===== src/rtl/audio_capture_ctrl.sv =====
// audio_capture_ctrl: arms on command, waits for an immediate or threshold
// trigger, then streams a bounded number of mic samples into the sample RAM
// through a one-entry valid/ready write stage.
module audio_capture_ctrl #(
  parameter int unsigned SAMPLE_W = 24,
  parameter int unsigned COUNT_W  = 16
) (
  input  logic                clk_i,
  input  logic                rst_ni,
  input  logic                start_i,
  input  logic                abort_i,
  input  logic                trig_mode_i,
  input  logic [SAMPLE_W-1:0] threshold_i,
  input  logic [COUNT_W-1:0]  capture_len_i,
  input  logic [SAMPLE_W-1:0] sample_i,
  input  logic                sample_valid_i,
  output logic [31:0]         ram_write_data_o,
  output logic                ram_write_valid_o,
  input  logic                ram_write_ready_i,
  input  logic                ram_overflow_i,
  output logic [2:0]          state_o,
  output logic                busy_o,
  output logic                done_o,
  output logic                error_o,
  output logic [COUNT_W-1:0]  sample_count_o,
  output logic [COUNT_W-1:0]  drop_count_o
);

  typedef enum logic [2:0] {
    ST_IDLE    = 3'd0,
    ST_ARMED   = 3'd1,
    ST_CAPTURE = 3'd2,
    ST_DONE    = 3'd3,
    ST_ERROR   = 3'd4
  } state_t;

  state_t               state_q;
  state_t               state_d;
  logic [COUNT_W-1:0]   cfg_len_q;
  logic                 cfg_mode_q;
  logic [SAMPLE_W-1:0]  cfg_thr_q;
  logic [COUNT_W-1:0]   issued_q;

  logic [SAMPLE_W-1:0]  mag_c;
  logic [31:0]          ext_c;
  logic                 trig_hit_c;
  logic                 xfer_c;
  logic                 room_c;
  logic                 in_cap_c;
  logic                 load_c;
  logic                 drop_c;
  logic                 last_c;
  logic                 can_start_c;

  assign state_o = state_q;

  // Unsigned magnitude; the most negative sample maps to 2^(SAMPLE_W-1) without wrapping.
  always_comb begin
    mag_c = sample_i;
    if (sample_i[SAMPLE_W-1]) begin
      mag_c = (~sample_i) + SAMPLE_W'(1);
    end
  end

  // Sign extension of the incoming sample to the RAM word.
  assign ext_c = 32'($signed(sample_i));

  // Shared qualifiers for the write stage and sequencing.
  always_comb begin
    trig_hit_c  = sample_valid_i && (!cfg_mode_q || (mag_c >= cfg_thr_q));
    xfer_c      = ram_write_valid_o && ram_write_ready_i;
    room_c      = issued_q < cfg_len_q;
    in_cap_c    = state_q == ST_CAPTURE;
    load_c      = in_cap_c && sample_valid_i && room_c && (!ram_write_valid_o || xfer_c);
    drop_c      = in_cap_c && sample_valid_i && room_c && ram_write_valid_o && !xfer_c;
    last_c      = in_cap_c && xfer_c && (sample_count_o == (cfg_len_q - COUNT_W'(1)));
    can_start_c = start_i && ((state_q == ST_IDLE) || (state_q == ST_DONE) ||
                              (state_q == ST_ERROR));
  end

  // Next-state selection; abort wins over overflow and start.
  always_comb begin
    state_d = state_q;
    if (abort_i) begin
      state_d = ST_IDLE;
    end else begin
      case (state_q)
        ST_IDLE, ST_DONE, ST_ERROR: begin
          if (can_start_c) begin
            state_d = (capture_len_i == '0) ? ST_ERROR : ST_ARMED;
          end
        end
        ST_ARMED: begin
          if (ram_overflow_i) begin
            state_d = ST_ERROR;
          end else if (trig_hit_c) begin
            state_d = ST_CAPTURE;
          end
        end
        ST_CAPTURE: begin
          if (ram_overflow_i) begin
            state_d = ST_ERROR;
          end else if (last_c) begin
            state_d = ST_DONE;
          end
        end
        default: state_d = ST_IDLE;
      endcase
    end
  end

  // State, configuration, write stage, counters and status flags.
  always_ff @(posedge clk_i) begin
    if (!rst_ni) begin
      state_q           <= ST_IDLE;
      cfg_len_q         <= '0;
      cfg_mode_q        <= 1'b0;
      cfg_thr_q         <= '0;
      issued_q          <= '0;
      ram_write_valid_o <= 1'b0;
      ram_write_data_o  <= '0;
      sample_count_o    <= '0;
      drop_count_o      <= '0;
      busy_o            <= 1'b0;
      done_o            <= 1'b0;
      error_o           <= 1'b0;
    end else begin
      state_q <= state_d;
      busy_o  <= (state_d == ST_ARMED) || (state_d == ST_CAPTURE);
      done_o  <= state_d == ST_DONE;
      error_o <= state_d == ST_ERROR;

      if (abort_i) begin
        ram_write_valid_o <= 1'b0;
      end else begin
        case (state_q)
          ST_IDLE, ST_DONE, ST_ERROR: begin
            if (can_start_c) begin
              cfg_len_q         <= capture_len_i;
              cfg_mode_q        <= trig_mode_i;
              cfg_thr_q         <= threshold_i;
              issued_q          <= '0;
              sample_count_o    <= '0;
              drop_count_o      <= '0;
              ram_write_valid_o <= 1'b0;
            end
          end
          ST_ARMED: begin
            if (ram_overflow_i) begin
              ram_write_valid_o <= 1'b0;
            end else if (trig_hit_c) begin
              ram_write_valid_o <= 1'b1;
              ram_write_data_o  <= ext_c;
              issued_q          <= COUNT_W'(1);
            end
          end
          ST_CAPTURE: begin
            if (xfer_c) begin
              sample_count_o <= sample_count_o + COUNT_W'(1);
            end
            if (ram_overflow_i) begin
              ram_write_valid_o <= 1'b0;
            end else begin
              if (load_c) begin
                ram_write_valid_o <= 1'b1;
                ram_write_data_o  <= ext_c;
                issued_q          <= issued_q + COUNT_W'(1);
              end else if (xfer_c) begin
                ram_write_valid_o <= 1'b0;
              end
              if (drop_c && (drop_count_o != '1)) begin
                drop_count_o <= drop_count_o + COUNT_W'(1);
              end
            end
          end
          default: ram_write_valid_o <= 1'b0;
        endcase
      end
    end
  end

endmodule


===== config.mk =====
export PLATFORM = sky130hd
export DESIGN_NAME = audio_capture_ctrl
export DESIGN_NICKNAME = d
export VERILOG_FILES = /design/src/rtl/audio_capture_ctrl.sv
export SDC_FILE = /design/constraint.sdc
export NUM_CORES = 1
export LEC_CHECK = 0
export CORE_UTILIZATION = 31
export CTS_BUF_LIST = sky130_fd_sc_hd__clkbuf_8 sky130_fd_sc_hd__clkbuf_16
export DETAILED_ROUTE_END_ITERATION = 16
export PLACE_DENSITY = 0.52
export SYNTH_ARGS = -nofsm -noshare
export SYNTH_HDL_FRONTEND = slang
export SYNTH_SLANG_ARGS = --single-unit

===== constraint.sdc =====
create_clock -name clk_i -period 11.55 [get_ports clk_i]
set_input_delay 2.31 -clock clk_i [delete_from_list [all_inputs] [get_ports clk_i]]
set_output_delay 2.31 -clock clk_i [all_outputs]
set_load 0.005 [all_outputs]

Yosys cells after proc, flatten, opt, wreduce, memory -nomap -nowiden. Cells that the tools add are included.

Add/sub/neg operators: 5. Multipliers: 0. Divide/modulo/power cells: 0. Magnitude comparators: 2. Equal/unequal tests: 19. Shift-type cells: 0. Muxes and demuxes: 32. Bitwise gates (word level): 3. Reductions and logical operators: 32.

Operators with widths (count): 16-bit two-way mux (8); 32-bit two-way mux (4); 16-bit one-hot mux with 2 select lines (2); 32-bit one-hot mux with 2 select lines (1); 16-bit by 1-bit adder with 16-bit output, second input constant (3); 16-bit one-hot mux with 3 select lines (1); 24-bit by 1-bit adder with 24-bit output, second input constant (1); 24-bit greater-or-equal comparator (1); 24-bit two-way mux (1); 24-bit inverter (1); 3-bit two-way mux (7); 16-bit == test (1); 16-bit logical NOT (1); 16-bit < comparator (1); 16-bit inequality test, second input constant (1); 16-bit by 1-bit subtractor with 16-bit output, second input constant (1); 3-bit by 2-bit == test with 1-bit output, second input constant (4); 1-bit logical AND (11); 2-bit inequality test, second input constant (5); 3-bit one-hot mux with 3 select lines (1); 7-bit AND reduction (1); 3-bit by 1-bit == test with 1-bit output, second input constant (2); 3-bit == test, second input constant (2); 1-bit two-way mux (6); other kinds (16) (26).

Register bits: 128. Bits in latches: 0. Bits in writable memories: 0. ROM bits: 0. Input bits: 72. Output and inout bits: 71. Memories kept: 0.

Longest topological paths before layout.
Depth after elaboration: 12. Mapped depth: 18.

Worst setup path after synthesis. No wires, ideal clock.

Kind: input port to flip-flop. Start point: input sample_i[13]. End point: register issued_q[12]. Setup time: 0.124 ns. Arrival: 5.787 ns. Path slack: 5.639 ns. Stages: 15. Buffers on the path: 2. Cell sequence: or4_1 -> or2_2 -> or4_1 -> o21ai_0 -> xnor2_1 -> ha_1 -> a211oi_1 -> o21ai_0 -> a22oi_1 -> a21boi_1 -> a21oi_1 -> clkbuf_1 -> clkbuf_1 -> nor3_1 -> mux2i_1.

Word-level cells in the longest chain between the ends: 8.

Ends and longest elaborated chain: from (decl) (line 15) `input logic [SAMPLE_W-1:0] sample_i,`; 24-bit inverter (line 61) `mag_c = (~sample_i) + SAMPLE_W'(1);`; 24-bit by 1-bit adder with 24-bit output (line 61); 24-bit two-way mux (*) (line 60) `if (sample_i[SAMPLE_W-1]) begin`; 24-bit greater-or-equal comparator (*) (line 70) `trig_hit_c = sample_valid_i && (!cfg_mode_q || (mag_c >= cfg_thr_q));`; 1-bit logical OR (*) (line 70); 1-bit logical AND (*) (line 70); 2-bit inequality test (no line) (*); 7-bit AND reduction (no line) (*); to (signal assigned) (line 167) `issued_q <= issued_q + COUNT_W'(1);`; to (decl) (line 42) `logic [COUNT_W-1:0] issued_q;`.

Every way passes the cells marked *; elsewhere a longest branch is shown, timed or not. A chain may end at the register's enable or synchronous reset.

Worst setup path after layout.
Start point: input sample_i[0]. End point: register ram_write_data_o[12].

Word-level cells in the longest chain between the ends: 8.

Ends and longest elaborated chain: 24-bit inverter (line 61); 24-bit by 1-bit adder with 24-bit output (line 61); 24-bit two-way mux (*) (line 60); 24-bit greater-or-equal comparator (*) (line 70); 1-bit logical OR (*) (line 70); 1-bit logical AND (*) (line 70); 2-bit inequality test (no line) (*); 6-bit AND reduction (no line) (*); to (signal assigned) (line 153) `ram_write_data_o <= ext_c;`; to (signal assigned) (line 166) `ram_write_data_o <= ext_c;`; to (decl) (line 17) `output logic [31:0] ram_write_data_o,`.

Marked as above.

==> summary.md <==
| Metric | Value |
|---|---|
| Status | `completed` |
| Slew @ Worst Pin | `1.04 ns` |
| Syn avg cell area | `7.89 sq um` |
| Core Region | `23500 sq um` |
| Ports | `143` |
| GRT overflow | `0` |
| Critical path launch point type | `input pin` |
| Share of the synthesized area in the top cell type | `0.322` |
| Vias in the first global route | `6535` |
| Leakage power | `3.40 nW` |
| HP Class | `register to register` |
| Fin. Hold Viols | `0` |
| Buf/Inv on CP | `2` |
| Initial DRT Pass Iterations | `4` |
| Number of enable flip-flop cells after synthesis | `0` |
| Diodes inserted | `0` |
| FMAX | `0.157 GHz` |
| #FFs+latches synth | `120` |
| # fillers | `2429` |
| Seq/Total Area, Yosys | `0.322` |
| Synth Net Count | `1063` |
| Remaining antenna violation count after routing | `0` |
| Max-cap viol count | `0` |
| Setup Skew | `0.0102 ns` |
| Resized cells post-CTS | `0` |
| Row cnt | `56` |
| Dominant cell type by area after synthesis | `dfxtp_1` |
| Critical path class | `input pin to register` |
| Slew HR | `0.308` |
| Layout cell share with drive strength beyond 1 | `0.0637` |
| Worst-path maximum fanout | `24` |
| Crit path depth | `17` |
| Post-DP HPWL | `16000 um` |
| Tot GR Track Use | `0.180` |
| Clk sinks | `120` |
| Max stage delay on crit path | `0.44 ns` |
| Final cell count without fillers | `1386` |
| Depth of the CTS H-tree | `4` |
| PD cells | `120 nW/um^2` |
| Syn. warnings | `0` |
| Worst skew pair latency | `0.42 ns` |
| Top-count cell post-synth | `nand2_1` |
| CP required | `11.90 ns` |
| WHS Path Cells | `2` |
| CP Cell Sequence | `clkdlybuf4s50_1 > or2_2 > or4_1 > or2_2 > nor2_1 > nand2_1 > o31ai_1 > xnor2_1 > ha_1 > nand4_1 > nor2_1 > o2111ai_1 > o211ai_1 > a21boi_0 > o32ai_4 > buf_4 > mux2i_1` |
| Die Area | `24700 sq um` |
| Die Wd | `157 um` |
| Post-CTS Setup Bufs | `0` |
| CTS tree | `done` |
| First-pass GRT wire length | `34300 um` |
| Chip Height | `157 um` |
| Initial Utilization | `0.317` |
| DRT iter0 DRCs | `328` |
| Distinct cell type count after synthesis | `68` |
| Worst EP arrival | `6.72 ns` |
| Clock buffer depth | `2` |
| Clk pin slew, worst setup/hold paths | `0.06 ns` |
| Layout area overhead | `29.5%` |
| DRT Wirelength | `21600 um` |
| # DRC | `0` |
| NumNets Final | `1171` |
| Max-slew violation count | `0` |
| Final period utilization | `0.552` |
| Ys async rst share | `0` |
| Top_reg_cell synth | `dfxtp_1` |
| Root Buffer | `clkbuf_16` |
| R2R depth | `7` |
| Kind of cell adding the most delay to the critical path | `simple AND/OR/NAND/NOR gates` |
| Mapped Area | `7470 sq um` |
| Top cells by count, synth | `nand2_1 (174), dfxtp_1 (120), a21oi_1 (78)` |
| Num CTS Buffers | `17` |
| RSZ-0062 raised after global routing | `false` |
| Fin Setup TNS | `0 ns` |
| DR vias/cell | `5.02` |
| Buffers on Ports | `142` |
| Hold_buf cts | `0` |
| DP Cell Count | `1355` |
| Crit end category | `register` |
| Routed length per instance | `15.6 um` |
| Initial antenna violation count | `0` |
| Via count | `6951` |
| Top cells by area, synth | `dfxtp_1 (32%), nand2_1 (8.7%), ha_1 (7.4%)` |
| Gpl congestion | `0.833` |
| Critical path's slowest cell | `clkdlybuf4s50_1` |
| Final Setup Violations | `0` |
| Post-Synthesis Cells | `947` |
| VDD IR-drop max | `68.8 uV` |
| Period minus WS final | `6.37 ns` |
| Pin count of the biggest net entering global routing | `61` |
[power by group]
group,switching (mW),internal (mW)
Clock,0.215,0.346
Sequential,0.00983,0.423
Combinational,0.0906,0.0741
Total,0.315,0.844
[worst register-to-register path, delay by kind of cell (launching register included)]
family,cells,cell delay [ns]
simple gates,4,1.68
flops,1,0.59
buf+inv,1,0.41
mux,1,0.27
compound gates,1,0.25
[metrics by stage]
step / total power [mW] / worst slack (ns) / instance area, sq um / util / hold WS, ns
after global placement: 0.608 / 4.91 / 9070 / 0.385 / 0.442
final: 1.16 / 5.18 / 9680 / 0.411 / 0.453
after global routing: 1.21 / 4.87 / 9680 / 0.411 / 0.470
after CTS: 1.17 / 5.17 / 9680 / 0.411 / 0.455
after floorplan: 0.542 / 5.64 / 7470 / - / 0.432
after detailed placement: 0.608 / 4.72 / 9070 / 0.385 / 0.447
[sequential cells by signal (all words and copies together) (netlist names)]
signal,flops
cfg_thr_q,24
done_o,1
cfg_mode_q,1
issued_q,16
drop_count_o,16
error_o,1
state_o,3
sample_count_o,16
cfg_len_q,16
ram_write_valid_o,1
ram_write_data_o,24
busy_o,1
[layout by cell type, fill, tap and decap left out, types with 4 or more instances in the layout]
master and n:
and4_1 4, inv_1 57, clkbuf_16 17, o21ai_0 26
or2_2 7, a21o_1 6, and2_1 5, a21oi_1 77
and3_1 10, o31ai_1 18, ha_1 44, nor3_1 26
clkdlybuf4s50_1 141, nand2b_1 10, buf_4 8, nand4_1 24
nand2_1 174, mux2i_1 36, xnor2_1 37, dfxtp_1 120
nor2_1 37, nand3_1 21, a211o_1 9, xor2_1 16
o41ai_1 4, or4_1 22, or3_1 10, a211oi_1 10
nor4_1 8, o211ai_1 11
[cell type report]
cell class	instances	area (sq um)	share of cell area
Clock inverter	13	170	0.0176
Sequential cell	120	2400	0.248
Inverter	59	221	0.0229
Clock buffer	18	439	0.0454
Tap cell	319	399	0.0412
Multi-Input combinational cell	707	4570	0.472
Timing Repair Buffer	150	1480	0.153
[layer usage]
| metal | vias up | global-route usage | part of all wire |
|---|---|---|---|
| met2 | 125 | 0.319 | 0.51 |
| li1 | 3557 | - | - |
| met4 | 0 | 0.0504 | 0.014 |
| met5 | - | 0 | 0 |
| met1 | 3250 | 0.217 | 0.44 |
| met3 | 19 | 0.0383 | 0.035 |
[kinds of logic after synthesis]
family          share of synthesized area
compound gates                      0.174
simple gates                        0.247
flops                               0.321
xor+xnor                           0.0651
fa+ha+maj                          0.0737
buf+inv                            0.0705
mux                                0.0482
[path summary, 6_finish.rpt]
kind / startpoint / to / slack (ns)
max: sample_i[0] / ram_write_data_o[12] / 5.18
min: cfg_thr_q[20] / cfg_thr_q[20] / 0.45
max reg2reg: state_o[1] / ram_write_data_o[12] / 8.29
min reg2reg: cfg_thr_q[20] / cfg_thr_q[20] / 0.45
(Power assumes the default switching activity.)
